==> config.mk <==
export PLATFORM = sky130hd
export DESIGN_NAME = move_scheduler
export DESIGN_NICKNAME = d
export VERILOG_FILES = /design/src/rtl/robot_pkg.sv /design/src/rtl/cmd_fifo.sv /design/src/rtl/move_scheduler.sv
export SDC_FILE = /design/constraint.sdc
export NUM_CORES = 1
export LEC_CHECK = 0
export BUFFER_PORTS_ARGS = -buffer_cell sky130_fd_sc_hd__buf_4
export CORE_MARGIN = 4
export CORE_UTILIZATION = 30
export CTS_CLUSTER_SIZE = 16
export DETAILED_ROUTE_END_ITERATION = 7
export PLACE_DENSITY = 0.51
export SLEW_MARGIN = 20
export SYNTH_ARGS = -nofsm -noshare
export SYNTH_HDL_FRONTEND = slang
export SYNTH_SLANG_ARGS = --single-unit
==> constraint.sdc <==
create_clock -name clock_50 -period 8.6 [get_ports clock_50]
set_input_delay 0.86 -clock clock_50 [delete_from_list [all_inputs] [get_ports clock_50]]
set_output_delay 0.86 -clock clock_50 [all_outputs]
set_load 0.005 [all_outputs]
==> src/rtl/robot_pkg.sv <==
// rtl/robot_pkg.sv - command encodings, button indices and shared types for the move scheduler
package robot_pkg;

  typedef logic [2:0] cmd_t;
  typedef logic       src_t;

  typedef enum logic {
    S_IDLE,
    S_ISSUE
  } sched_state_t;

  localparam cmd_t CMD_NOP   = 3'd0;
  localparam cmd_t CMD_UP    = 3'd1;
  localparam cmd_t CMD_DOWN  = 3'd2;
  localparam cmd_t CMD_LEFT  = 3'd3;
  localparam cmd_t CMD_RIGHT = 3'd4;
  localparam cmd_t CMD_CLEAN = 3'd5;

  localparam src_t SRC_MANUAL = 1'b0;
  localparam src_t SRC_AUTO   = 1'b1;

  localparam int BTN_UP    = 0;
  localparam int BTN_DOWN  = 1;
  localparam int BTN_LEFT  = 2;
  localparam int BTN_RIGHT = 3;
  localparam int BTN_A     = 4;
  localparam int BTN_B     = 5;
  localparam int BTN_C     = 6;
  localparam int BTN_X     = 7;
  localparam int BTN_Y     = 8;
  localparam int BTN_Z     = 9;
  localparam int BTN_START = 10;
  localparam int NUM_BTNS  = 11;

  // Codes 6 and 7 are reserved and never reach the world.
  function automatic logic is_move_cmd(input cmd_t c);
    return (c >= CMD_UP) && (c <= CMD_CLEAN);
  endfunction

endpackage

==> src/rtl/cmd_fifo.sv <==
// rtl/cmd_fifo.sv - synchronous FIFO with registered count, flush, and push-while-full when popping
module cmd_fifo #(
  parameter int WIDTH = 4,
  parameter int DEPTH = 4
) (
  input  logic                     clk,
  input  logic                     rst_n,
  input  logic                     i_flush,
  input  logic                     i_push,
  input  logic [WIDTH-1:0]         i_wdata,
  input  logic                     i_pop,
  output logic [WIDTH-1:0]         o_rdata,
  output logic [$clog2(DEPTH):0]   o_count,
  output logic                     o_empty,
  output logic                     o_full,
  output logic                     o_drop
);

  localparam int AW = $clog2(DEPTH);
  localparam int CW = AW + 1;

  logic [WIDTH-1:0] r_mem [DEPTH];
  logic [AW-1:0]    r_wr_ptr;
  logic [AW-1:0]    r_rd_ptr;
  logic [CW-1:0]    r_count;
  logic             w_rd;
  logic             w_wr;

  assign o_empty = (r_count == '0);
  assign o_full  = (r_count == CW'(DEPTH));
  assign o_rdata = r_mem[r_rd_ptr];
  assign o_count = r_count;

  // A pop frees the slot in the same edge, so a full FIFO still takes the push.
  assign w_rd   = i_pop & ~o_empty & ~i_flush;
  assign w_wr   = i_push & ~i_flush & (~o_full | w_rd);
  assign o_drop = i_push & ~i_flush & o_full & ~w_rd;

  always_ff @(posedge clk) begin
    if (w_wr) begin
      r_mem[r_wr_ptr] <= i_wdata;
    end
  end

  always_ff @(posedge clk or negedge rst_n) begin
    if (!rst_n) begin
      r_wr_ptr <= '0;
      r_rd_ptr <= '0;
      r_count  <= '0;
    end else if (i_flush) begin
      r_wr_ptr <= '0;
      r_rd_ptr <= '0;
      r_count  <= '0;
    end else begin
      if (w_wr) begin
        r_wr_ptr <= r_wr_ptr + AW'(1);
      end
      if (w_rd) begin
        r_rd_ptr <= r_rd_ptr + AW'(1);
      end
      case ({w_wr, w_rd})
        2'b10:   r_count <= r_count + CW'(1);
        2'b01:   r_count <= r_count - CW'(1);
        default: r_count <= r_count;
      endcase
    end
  end

endmodule

==> src/rtl/move_scheduler.sv <==
// rtl/move_scheduler.sv - sequences gamepad and autonomous moves into a one-at-a-time valid/ready stream
module move_scheduler
  import robot_pkg::*;
#(
  parameter int AUTO_PERIOD = 12_500_000,
  parameter int FIFO_DEPTH  = 4
) (
  input  logic                          clock_50,
  input  logic                          reset_key,
  input  logic                          mode,
  input  logic [10:0]                   buttons,
  input  logic [2:0]                    auto_cmd,
  input  logic                          cmd_ready,
  output logic                          cmd_valid,
  output logic [2:0]                    cmd,
  output logic                          cmd_src,
  output logic                          paused,
  output logic [$clog2(FIFO_DEPTH):0]   fifo_count,
  output logic                          overflow
);

  localparam int TW = $clog2(AUTO_PERIOD);
  localparam logic [TW-1:0] TICK_LAST = TW'(AUTO_PERIOD - 1);

  logic [NUM_BTNS-1:0] r_btn_q;
  logic [NUM_BTNS-1:0] r_btn_d;
  logic                r_mode;
  logic                r_paused;
  logic                r_overflow;
  logic [TW-1:0]       r_tick_cnt;
  sched_state_t        r_state;
  cmd_t                r_cmd;
  src_t                r_src;

  logic [NUM_BTNS-1:0] w_rise;
  logic                w_mode_chg;
  logic                w_tick;
  cmd_t                w_man_cmd;
  logic                w_man_push;
  logic                w_auto_push;
  logic                w_push;
  logic [3:0]          w_push_data;
  logic [3:0]          w_fifo_rdata;
  logic                w_fifo_empty;
  logic                w_fifo_full;
  logic                w_drop;
  logic                w_pop;
  sched_state_t        w_next_state;

  assign w_rise     = r_btn_q & ~r_btn_d;
  assign w_mode_chg = mode ^ r_mode;
  assign w_tick     = (r_tick_cnt == TICK_LAST);

  // Priority encoder over the gamepad; B, C, X, Y, Z and START are don't-cares here.
  always_comb begin
    w_man_cmd = CMD_NOP;
    casez (w_rise)
      11'b???_????_???1: w_man_cmd = CMD_UP;
      11'b???_????_??10: w_man_cmd = CMD_DOWN;
      11'b???_????_?100: w_man_cmd = CMD_LEFT;
      11'b???_????_1000: w_man_cmd = CMD_RIGHT;
      11'b???_???1_0000: w_man_cmd = CMD_CLEAN;
      default:           w_man_cmd = CMD_NOP;
    endcase
  end

  assign w_man_push  = ~mode & ~r_paused & (w_man_cmd != CMD_NOP);
  assign w_auto_push = mode & ~r_paused & w_tick & is_move_cmd(auto_cmd);
  assign w_push      = w_man_push | w_auto_push;
  assign w_push_data = mode ? {SRC_AUTO, auto_cmd} : {SRC_MANUAL, w_man_cmd};

  cmd_fifo #(
    .WIDTH (4),
    .DEPTH (FIFO_DEPTH)
  ) u_cmd_fifo (
    .clk     (clock_50),
    .rst_n   (reset_key),
    .i_flush (w_mode_chg),
    .i_push  (w_push),
    .i_wdata (w_push_data),
    .i_pop   (w_pop),
    .o_rdata (w_fifo_rdata),
    .o_count (fifo_count),
    .o_empty (w_fifo_empty),
    .o_full  (w_fifo_full),
    .o_drop  (w_drop)
  );

  always_ff @(posedge clock_50 or negedge reset_key) begin
    if (!reset_key) begin
      r_btn_q    <= '0;
      r_btn_d    <= '0;
      r_mode     <= 1'b0;
      r_paused   <= 1'b0;
      r_overflow <= 1'b0;
    end else begin
      r_btn_q <= buttons;
      r_btn_d <= r_btn_q;
      r_mode  <= mode;
      if (w_rise[BTN_START]) begin
        r_paused <= ~r_paused;
      end
      if (w_mode_chg) begin
        r_overflow <= 1'b0;
      end else if (w_drop) begin
        r_overflow <= 1'b1;
      end
    end
  end

  // Pause freezes the autonomous phase rather than restarting it.
  always_ff @(posedge clock_50 or negedge reset_key) begin
    if (!reset_key) begin
      r_tick_cnt <= '0;
    end else if (w_mode_chg || !mode) begin
      r_tick_cnt <= '0;
    end else if (!r_paused) begin
      r_tick_cnt <= w_tick ? '0 : r_tick_cnt + TW'(1);
    end
  end

  always_comb begin
    w_next_state = r_state;
    w_pop        = 1'b0;
    case (r_state)
      S_IDLE: begin
        if (!r_paused && !w_fifo_empty && !w_mode_chg) begin
          w_pop        = 1'b1;
          w_next_state = S_ISSUE;
        end
      end
      S_ISSUE: begin
        if (cmd_ready) begin
          w_next_state = S_IDLE;
        end
      end
      default: w_next_state = S_IDLE;
    endcase
  end

  always_ff @(posedge clock_50 or negedge reset_key) begin
    if (!reset_key) begin
      r_state <= S_IDLE;
      r_cmd   <= CMD_NOP;
      r_src   <= SRC_MANUAL;
    end else begin
      r_state <= w_next_state;
      if (w_pop) begin
        r_src <= w_fifo_rdata[3];
        r_cmd <= w_fifo_rdata[2:0];
      end
    end
  end

  assign cmd_valid = (r_state == S_ISSUE);
  assign cmd       = r_cmd;
  assign cmd_src   = r_src;
  assign paused    = r_paused;
  assign overflow  = r_overflow;

endmodule

After elaboration in Yosys (flattened, before gate mapping)
Memory sizes are Yosys's and may differ from the RTL's. A register that Yosys moved wholly into a read port is not among the register bits.
Cells that the tools add are included.
- reductions and logical operators: 15
- magnitude comparators: 2
- multiplexer cells: 19
- equality and inequality tests: 9
- bitwise gates (word level): 23
- $add $sub $neg: 5
- operator list (cell ; number):
    24-bit 2-to-1 mux ; 3
    24-bit by 1-bit adder with 24-bit output, second input constant ; 1
    24-bit equality test, second input constant ; 1
    3-bit case mux with 5 select lines ; 1
    1-bit AND ; 11
    11-bit AND ; 1
    11-bit NOT ; 1
    2-bit 2-to-1 mux ; 4
    1-bit 2-to-1 mux ; 7
    1-bit NOT ; 7
    3-bit equality test, second input constant ; 2
    3-bit case mux with 2 select lines ; 1
    2-bit nonzero test ; 3
    3-bit nonzero test ; 2
    5-bit equality test, second input constant ; 1
    1-bit logical NOT ; 5
    2-bit by 1-bit adder with 2-bit output, second input constant ; 2
    2-bit equality test, second input constant ; 2
    4-bit equality test, second input constant ; 1
    4-bit 2-to-1 mux ; 1
    3-bit by 1-bit adder with 3-bit output, second input constant ; 1
    3-bit by 1-bit greater-or-equal comparator with 1-bit output, second input constant ; 1
    3-bit <= comparator, second input constant ; 1
    1-bit logical AND ; 3
    9 further kinds ; 10
- memories: 1
- bits of input ports: 18
- word-level logic and storage cells: 84
- register bits: 57
- bits in writable memories: 16
- output and inout port bits: 10
- memory list (memory ; words ; width ; read ports ; clocked after memory_dff ; wr ports ; line ; RTL):
    u_cmd_fifo.r_mem ; 4 ; 4 ; 1 ; 1 ; 1 ; cmd_fifo.sv:22 ; logic [WIDTH-1:0] r_mem [DEPTH];

Depth between registers and ports, before layout
Gate-level depths: netlist of the first run.
- word-level depth: 13
- depth in mapped cells: 10
- depth with buffers taken out: 10

By module
A second synthesis of the first run with hierarchy kept.
- cells, all modules: 281
- area, all modules: 3244.4 um^2
- by module, submodules not included (module ; times used ; sequential area each (um^2) ; cells each ; area each (um^2)):
    move_scheduler ; 1 ; 1101.1 ; 205 ; 2104.5
    cmd_fifo ; 1 ; 655.6 ; 76 ; 1139.8

Worst setup path before layout of the first run
OpenSTA, ideal clock, no wires.
- kind: input to register
- start point: input mode
- end point: register u_cmd_fifo.r_count[2], in the netlist u_cmd_fifo.o_count[2]
- slack: 5144 ps
- required time: 8472 ps
- library setup time: 128 ps
- path buffers: 1
- cell stages on the path: 8
- arrival: 3329 ps
- cells stage by stage: ha_1 > nor4_1 > clkbuf_1 > nand2_1 > fa_1 > or4_1 > mux2i_1 > mux2_1
- longest elaborated chain between the ends: 12
- elaborated cells on any way between the ends: 23
- classes of those cells: 2 x eq/ne; 4 x mux; 14 x bitwise; 3 x reduce/logical
- RTL lines (item ; line ; RTL):
    start: declaration ; move_scheduler.sv:10 ; input logic mode,
    1-bit XOR ; move_scheduler.sv:51 ; assign w_mode_chg = mode ^ r_mode;
    1-bit logical NOT ; move_scheduler.sv:127 ; if (!r_paused && !w_fifo_empty && !w_mode_chg) begin
    1-bit logical AND ; move_scheduler.sv:127 ;
    1-bit 2-to-1 mux ; move_scheduler.sv:127 ;
    1-bit 2-to-1 mux ; move_scheduler.sv:125 ; case (r_state)
    1-bit AND (2 in a row) ; cmd_fifo.sv:35 ; assign w_rd = i_pop & ~o_empty & ~i_flush;
    1-bit OR ; cmd_fifo.sv:36 ; assign w_wr = i_push & ~i_flush & (~o_full | w_rd);
    1-bit AND ; cmd_fifo.sv:36 ;
    2-bit by 1-bit equality test with 1-bit output or 2-bit equality test (tied branches) ; cmd_fifo.sv:61 ; case ({w_wr, w_rd})
    3-bit case mux with 2 select lines ; cmd_fifo.sv:61 ;
    3-bit 2-to-1 mux ; cmd_fifo.sv:50 ; end else if (i_flush) begin
    end signal: assignment ; cmd_fifo.sv:62 ; 2'b10: r_count <= r_count + CW'(1);
    end signal: assignment ; cmd_fifo.sv:63 ; 2'b01: r_count <= r_count - CW'(1);
    end signal: assignment ; cmd_fifo.sv:64 ; default: r_count <= r_count;
    end: declaration ; cmd_fifo.sv:25 ; logic [CW-1:0] r_count;
Parallel ways exist; a longest one is shown, timed or not.
A chain may end at the register's enable or synchronous reset.

Worst setup path in the final report of the first run
Ends and elaborated chain as after synthesis.

==> results of run 1 <==
[where the power goes]
part	internal, uW	total [uW]	switching (uW)
logic	76.1	136	60.0
registers	355	394	38.6
clock network	134	259	124
total	566	789	223
[critical path, cell delays in order]
cell	delay, ns
buf_4	0.16
ha_1	0.51
nor4_4	0.73
nand2_1	0.15
fa_1	0.42
or4_1	0.51
mux2i_1	0.16
mux2_1	0.35
[cells in the mapped netlist, drive strengths merged, types with 2 or more instances]
cell / count / area [um2]
a41oi: 2 / 17.5
nand3: 6 / 30.0
mux2: 7 / 78.8
and4: 4 / 35.0
o22ai: 2 / 12.5
nor3b: 2 / 15.0
nor2b: 5 / 31.3
xor2: 5 / 43.8
nand3b: 2 / 15.0
mux2i: 4 / 40.0
dfrtp: 51 / 1280
a21boi: 2 / 15.0
and2: 8 / 50.1
nor4: 2 / 27.5
a21oi: 8 / 40.0
buf: 2 / 10.0
a21o: 3 / 22.5
nand4: 6 / 37.5
nand2: 17 / 63.8
o31ai: 2 / 20.0
a31oi: 2 / 12.5
clkbuf: 7 / 26.3
and3: 3 / 18.8
mux4: 4 / 90.1
o21ai: 7 / 35.0
nor3: 6 / 35.0
nand2b: 6 / 37.5
ha: 6 / 75.1
xnor2: 13 / 114
nor2: 32 / 123
edfxtp: 16 / 480
inv: 13 / 48.8
[per-stage QoR]
step / util (%) / cells / setup WS (ns) / hold WS [ns] / total power (uW)
after floorplan: - / 268 / 5.14 / 0.347 / 474
after global placement: 33.6 / 418 / 4.33 / 0.362 / 533
after detailed placement: 33.6 / 418 / 4.24 / 0.366 / 538
after CTS: 35.5 / 434 / 4.61 / 0.384 / 800
after global routing: 35.6 / 434 / 4.73 / 0.398 / 842
final: 35.6 / 434 / 4.97 / 0.375 / 789
[worst max-delay path by stage]
stage,start,to,slack (ns),cells after the start
finish,mode,u_cmd_fifo.o_count[2]$_DFFE_PN0P_,4.97,8
global route,mode,u_cmd_fifo.o_count[2]$_DFFE_PN0P_,4.73,8
CTS,mode,u_cmd_fifo.o_count[2]$_DFFE_PN0P_,4.61,8
detailed placement,mode,u_cmd_fifo.o_count[2]$_DFFE_PN0P_,4.24,8
global placement,mode,u_cmd_fifo.o_count[2]$_DFFE_PN0P_,4.33,8
floorplan,mode,u_cmd_fifo.o_count[2]$_DFFE_PN0P_,5.14,8
[flip-flops by register name, summed over array words and instances (netlist names)]
register,flops
r_tick_cnt,24
u_cmd_fifo.r_mem,16
r_btn_d,6
r_btn_q,6
cmd,3
u_cmd_fifo.o_count,3
u_cmd_fifo.r_rd_ptr,2
u_cmd_fifo.r_wr_ptr,2
cmd_src,1
cmd_valid,1
overflow,1
paused,1
r_mode,1
[routing by layer]
metal  GRT usage, %  vias up  wire length [um]
met3           3.26        4               226
met1           15.2      985              2900
met2           16.8       31              2740
met4           4.05        0                70
met5              0        -                 0
li1               -      994                 -
[final cells by class]
cell class                 instances  area (um2)  area share (%)
sequential                        67        1760            48.2
multi-input combinational        179        1300            35.7
timing repair buffer              23         173            4.74
tap                              136         170            4.67
clock buffer                      10         128            3.50
clock inverter                     6        66.3            1.82
inverter                          13        48.8            1.34
[cells by family after synthesis]
| kind of cell | share of synthesized area (%) |
|---|---|
| xor+xnor | 5.04 |
| compound gates | 7.52 |
| flops | 56.2 |
| buf+inv | 2.72 |
| simple gates | 18.8 |
| fa+ha+maj | 3.04 |
| mux | 6.68 |
==> metrics.yaml, run 1 <==
final_layout:
  layout_common_cells: "dfrtp_1, nor2_1, buf_4"
  fin_nets: 318
  final_common_cell: "dfrtp_1"
  diodes: 0
  drive_above_1_share_pct: 17.4
  fin_area_um2: 3640
  areaGrowthSynthToFinish_pct: 16.5
  nFillCells: 1025
global_routing:
  grt_max_degree: 52
  grt_pass1_wl_um: 10400
  grt.total_usage_pct: 11.1
  overflow: 0
  grt_pass1_vias: 2099
  antenna_found_initial: 0
power_and_ir_drop:
  vdd_ir_drop_max_mv: 0.0789
  leakage_uw: 0.00147
  power.density_nw_per_um2: 217
detailed_routing:
  wl_per_cell_um: 13.7
  antenna_left: 0
  viasPerCell: 4.64
  drt_iter0_markers: 112
  vias: 2014
  drt_first_pass_iters: 6
  route.detailed.drc: 0
  drt_wl_total_um: 5940
clocking:
  cts_tree: "done"
  root_buffer: "clkbuf_8"
  clockBufferDepth: 2
  clkLatencyLatePin_ns: 0.34
  cts.sinks: 67
  htreeDepth: 3
  clk_pin_slew_ns: 0.07
  ctsResizeCount: 0
  holdBufCountCts: 0
  postCtsSetupRepairBufs: 0
  cts_buffers: 9
worst_setup_path:
  crit_type: "input pin to flip-flop"
  start_kind: "input pin"
  r2r_end: "u_cmd_fifo.o_count[2]$_DFFE_PN0P_"
  r2r-start: "r_mode$_DFF_PN0_"
  end_kind: "flip-flop"
  worstPathRequired_ns: 8.82
  crit_fanout: 14
  r2r_cells: 7
  cp.arrival_ns: 3.85
  r2r_setup_slack_ns: 5.31
hold_path:
  hold_depth: 0
  hold_start: "r_btn_q[3]$_DFF_PN0_"
  hold_class: "flip-flop to flip-flop"
  hold_end: "r_btn_d[3]$_DFF_PN0_"
yosys:
  ys_ff_latch: 67
  yosysUniqueCellTypes: 51
  synth_flop_cell: "dfrtp_1"
  synth-seq-area-share_pct: 56.2
  syn_area_per_cell_um2: 11.7
  syn-num-nets: 293
  ys_warn_count: 0
  async_flop_share_pct: 76.1
  synthesis.area_um2: 3130
  synth_edf_count: 16
  syn-instance-count: 268
sta:
  setup_viol: 0
  fmaxAchievable_mhz: 275
  slew_headroom_pct: 51.8
  skew_ns: 0.00706
  hold_violations: 0
  timing.setup.tns_ns: 0
  worst_slew_pin_slew_ns: 0.717
  maxSlewViolCount: 0
  rsz0062_at_grt: "no"
  period_share_pct: 42.2
  period_needed_ns: 3.63
outcome:
  outcome: "complete, no violations"
floorplanning:
  ioPinCount: 28
  die_height_um: 110
  rows: 37
  initial_core_util_pct: 30.6
  dieWidth_um: 110
  die_area_um2: 12100
  core_um2: 10200
placement:
  place_hpwl_um: 4070
  place.gp.congestion: 0.762
  dpl_cell_area_um2: 3440
  io_buffers: 22
job:
  maxCapViolCount: 0
Note: power is estimated with default switching activity, not from simulation.
==> run 2: changes to the inputs <==
==> constraint.sdc (replaced) <==
create_clock -name clock_50 -period 3.4 [get_ports clock_50]
set_input_delay 0.34 -clock clock_50 [delete_from_list [all_inputs] [get_ports clock_50]]
set_output_delay 0.34 -clock clock_50 [all_outputs]
set_load 0.005 [all_outputs]
==> run 2 against run 1 <==
  * Combinational power increased to 2.8 times the previous value
  * Die area unchanged
  * Sequential power increased by 140%
  * Largest cell class unchanged
==> metrics.yaml, run 2 (synthesis results as in run 1) <==
outcome:
  outcome: "complete, no violations"  # unchanged
power_and_ir_drop:
  p_comb_share_pct: 19.8  # was 17.3%
  leakage_uw: 0.00147  # about the same
  vdd_ir_drop_max_mv: 0.213  # was 0.0789 mV
  p_sw_uw: 564  # was 223 uW
  power_frac_seq_pct: 49.7  # was 50.0%
  power.share.clock_pct: 30.6  # was 32.8%
  switching_share_pct: 29.2  # was 28.2%
  internal_power_uw: 1370  # was 566 uW
  power.density_nw_per_um2: 532  # was 217 nW/um2
clocking:
  postCtsSetupRepairBufs: 0  # unchanged
  cts.sinks: 67  # unchanged
  clk_pin_slew_ns: 0.08  # was 0.07 ns
  root_buffer: "clkbuf_8"  # unchanged
  clkLatencyLatePin_ns: 0.34  # about the same
  cts_tree: "done"  # unchanged
  htreeDepth: 3  # unchanged
  cts_buffers: 9  # unchanged
  holdBufCountCts: 0  # unchanged
  ctsResizeCount: 0  # unchanged
  clockBufferDepth: 2  # unchanged
detailed_routing:
  drt_first_pass_iters: 4  # was 6
  vias: 2041  # was 2014
  route.detailed.drc: 0  # unchanged
  antenna_left: 0  # unchanged
  drt_iter0_markers: 96  # was 112
  viasPerCell: 4.67  # was 4.64
  drt_wl_total_um: 5800  # was 5940 um
  wl_per_cell_um: 13.3  # was 13.7 um
sta:
  fmaxAchievable_mhz: 343
  rsz0062_at_grt: "no"  # unchanged
  slew_headroom_pct: 56.2  # was 51.8%
  period_needed_ns: 2.91
  timing.setup.tns_ns: 0  # unchanged
  period_share_pct: 85.7
  worst_slew_pin_slew_ns: 0.657  # was 0.717 ns
  maxSlewViolCount: 0  # unchanged
  setup_viol: 0  # unchanged
  skew_ns: 0.0100  # was 0.00706 ns
  hold_violations: 0  # unchanged
  setup_slack_ns: 0.485  # was 4.97 ns
worst_setup_path:
  crit_end: "u_cmd_fifo.o_count[2]$_DFFE_PN0P_"  # unchanged
  crit_buf_inv: 0  # was 1
  cp.arrival_ns: 3.14  # was 3.85 ns
  r2r_end: "u_cmd_fifo.o_count[2]$_DFFE_PN0P_"  # unchanged
  crit_cells: 10  # was 8
  r2r_setup_slack_ns: 0.49  # was 5.31 ns
  crit_type: "flip-flop to flip-flop"  # was input pin to flip-flop
  worstPathRequired_ns: 3.62  # was 8.82 ns
  startpoint: "r_tick_cnt[0]$_DFFE_PN0P_"  # was mode
  r2r-start: "r_tick_cnt[0]$_DFFE_PN0P_"  # was r_mode$_DFF_PN0_
  crit_path_cell_trace: "ha_1, and4_1, nand4bb_4, nor4_4, nor2_2, nand2_1, fa_1, or4_1, mux2i_1, mux2_1"  # was buf_4, ha_1, nor4_4, nand2_1, fa_1, or4_1, mux2i_1, mux2_1
  crit_family: "simple AND/OR/NAND/NOR gates"  # unchanged
  cp_slowest_cell: "or4_1"  # was nor4_4
  crit_fanout: 4  # was 14
  end_kind: "flip-flop"  # unchanged
  r2r_cells: 10  # was 7
  max_stage_delay_ns: 0.50  # was 0.73 ns
  start_kind: "flip-flop"  # was input pin
global_routing:
  grt_pass1_wl_um: 9890  # was 10400 um
  antenna_found_initial: 0  # unchanged
  grt_max_degree: 52  # unchanged
  grt_pass1_vias: 2052  # was 2099
  overflow: 0  # unchanged
  grt.total_usage_pct: 10.5  # was 11.1%
floorplanning:
  dieWidth_um: 110  # unchanged
  die_height_um: 110  # unchanged
  rows: 37  # unchanged
  core_um2: 10200  # unchanged
  ioPinCount: 28  # unchanged
  die_area_um2: 12100  # unchanged
  initial_core_util_pct: 30.6  # unchanged
final_layout:
  postLayoutCoreUtil_pct: 35.6  # about the same
  areaGrowthSynthToFinish_pct: 16.4  # was 16.5%
  largest_reg_flops: 24  # unchanged
  drive_above_1_share_pct: 18.6  # was 17.4%
  fin_nets: 321  # was 318
  regMostFlops: "r_tick_cnt"  # unchanged
  largest_registers: "r_tick_cnt x24, u_cmd_fifo.r_mem x16"  # unchanged
  final_common_cell: "dfrtp_1"  # unchanged
  diodes: 0  # unchanged
  layout_common_cells: "dfrtp_1, nor2_1, buf_4"  # unchanged
  nFillCells: 1024  # was 1025
  fin_area_um2: 3640  # about the same
job:
  maxCapViolCount: 0  # unchanged
placement:
  place_hpwl_um: 4080  # was 4070 um
  place.gp.congestion: 0.766  # was 0.762
  dpl_cell_area_um2: 3460  # was 3440 um2
  io_buffers: 22  # unchanged
  dp_slack_ns: 0.494  # was 4.24 ns
hold_path:
  hold_class: "input pin to asynchronous set/reset pin"  # was flip-flop to flip-flop
-- run 2: layout make-up --
| cell class | instances | area [um2] | area share, % |
|---|---|---|---|
| clock buffer | 9 | 124 | 3.40 |
| timing repair buffer | 26 | 195 | 5.36 |
| multi-input combinational | 179 | 1290 | 35.5 |
| clock inverter | 7 | 52.6 | 1.44 |
| sequential | 67 | 1760 | 48.3 |
| inverter | 13 | 48.8 | 1.34 |
| tap | 136 | 170 | 4.68 |
-- run 2: layer usage --
metal | global-route usage, % | part of all wire (%) | vias up
met4 | 5.01 | 1.7 | 0
met3 | 1.69 | 2.5 | 8
met1 | 14.7 | 51 | 1008
met2 | 15.6 | 45 | 28
li1 | - | - | 997
met5 | 0 | 0 | -
-- run 2: stage by stage --
step	hold slack [ns]	total power, uW	std cells
after global placement	0.357	1360	421
after floorplan	0.0444	1200	268
after global routing	0.0795	2060	437
final	0.0319	1940	437
after detailed placement	0.362	1370	421
after CTS	0.0424	1970	437
-- run 2: worst reg2reg max path, delay by kind of cell, from the launching register on --
| kind | cells | cell delay [ns] |
|---|---|---|
| flops | 1 | 0.42 |
| fa+ha+maj | 2 | 0.62 |
| simple gates | 6 | 1.28 |
| mux | 2 | 0.47 |
-- run 2: worst min-delay path by stage --
stage	to	slack, ns	depth (start not counted)	from
finish	cmd[0]$_DFFE_PN0P_	0.03	1	reset_key
global route	cmd[0]$_DFFE_PN0P_	0.08	1	reset_key
CTS	cmd[0]$_DFFE_PN0P_	0.04	1	reset_key
detailed placement	r_btn_d[3]$_DFF_PN0_	0.36	0	r_btn_q[3]$_DFF_PN0_
global placement	r_btn_d[3]$_DFF_PN0_	0.36	0	r_btn_q[3]$_DFF_PN0_
floorplan	cmd[0]$_DFFE_PN0P_	0.04	0	reset_key
-- run 2: power groups by stage --
stage | registers (uW) | logic, uW | clock network, uW
5_1_grt | 975 | 433 | 651
3_3_place_gp | 977 | 384 | 0
6_report | 962 | 383 | 591
4_1_cts | 965 | 389 | 616
3_5_place_dp | 981 | 388 | 0
2_1_floorplan | 965 | 235 | 0
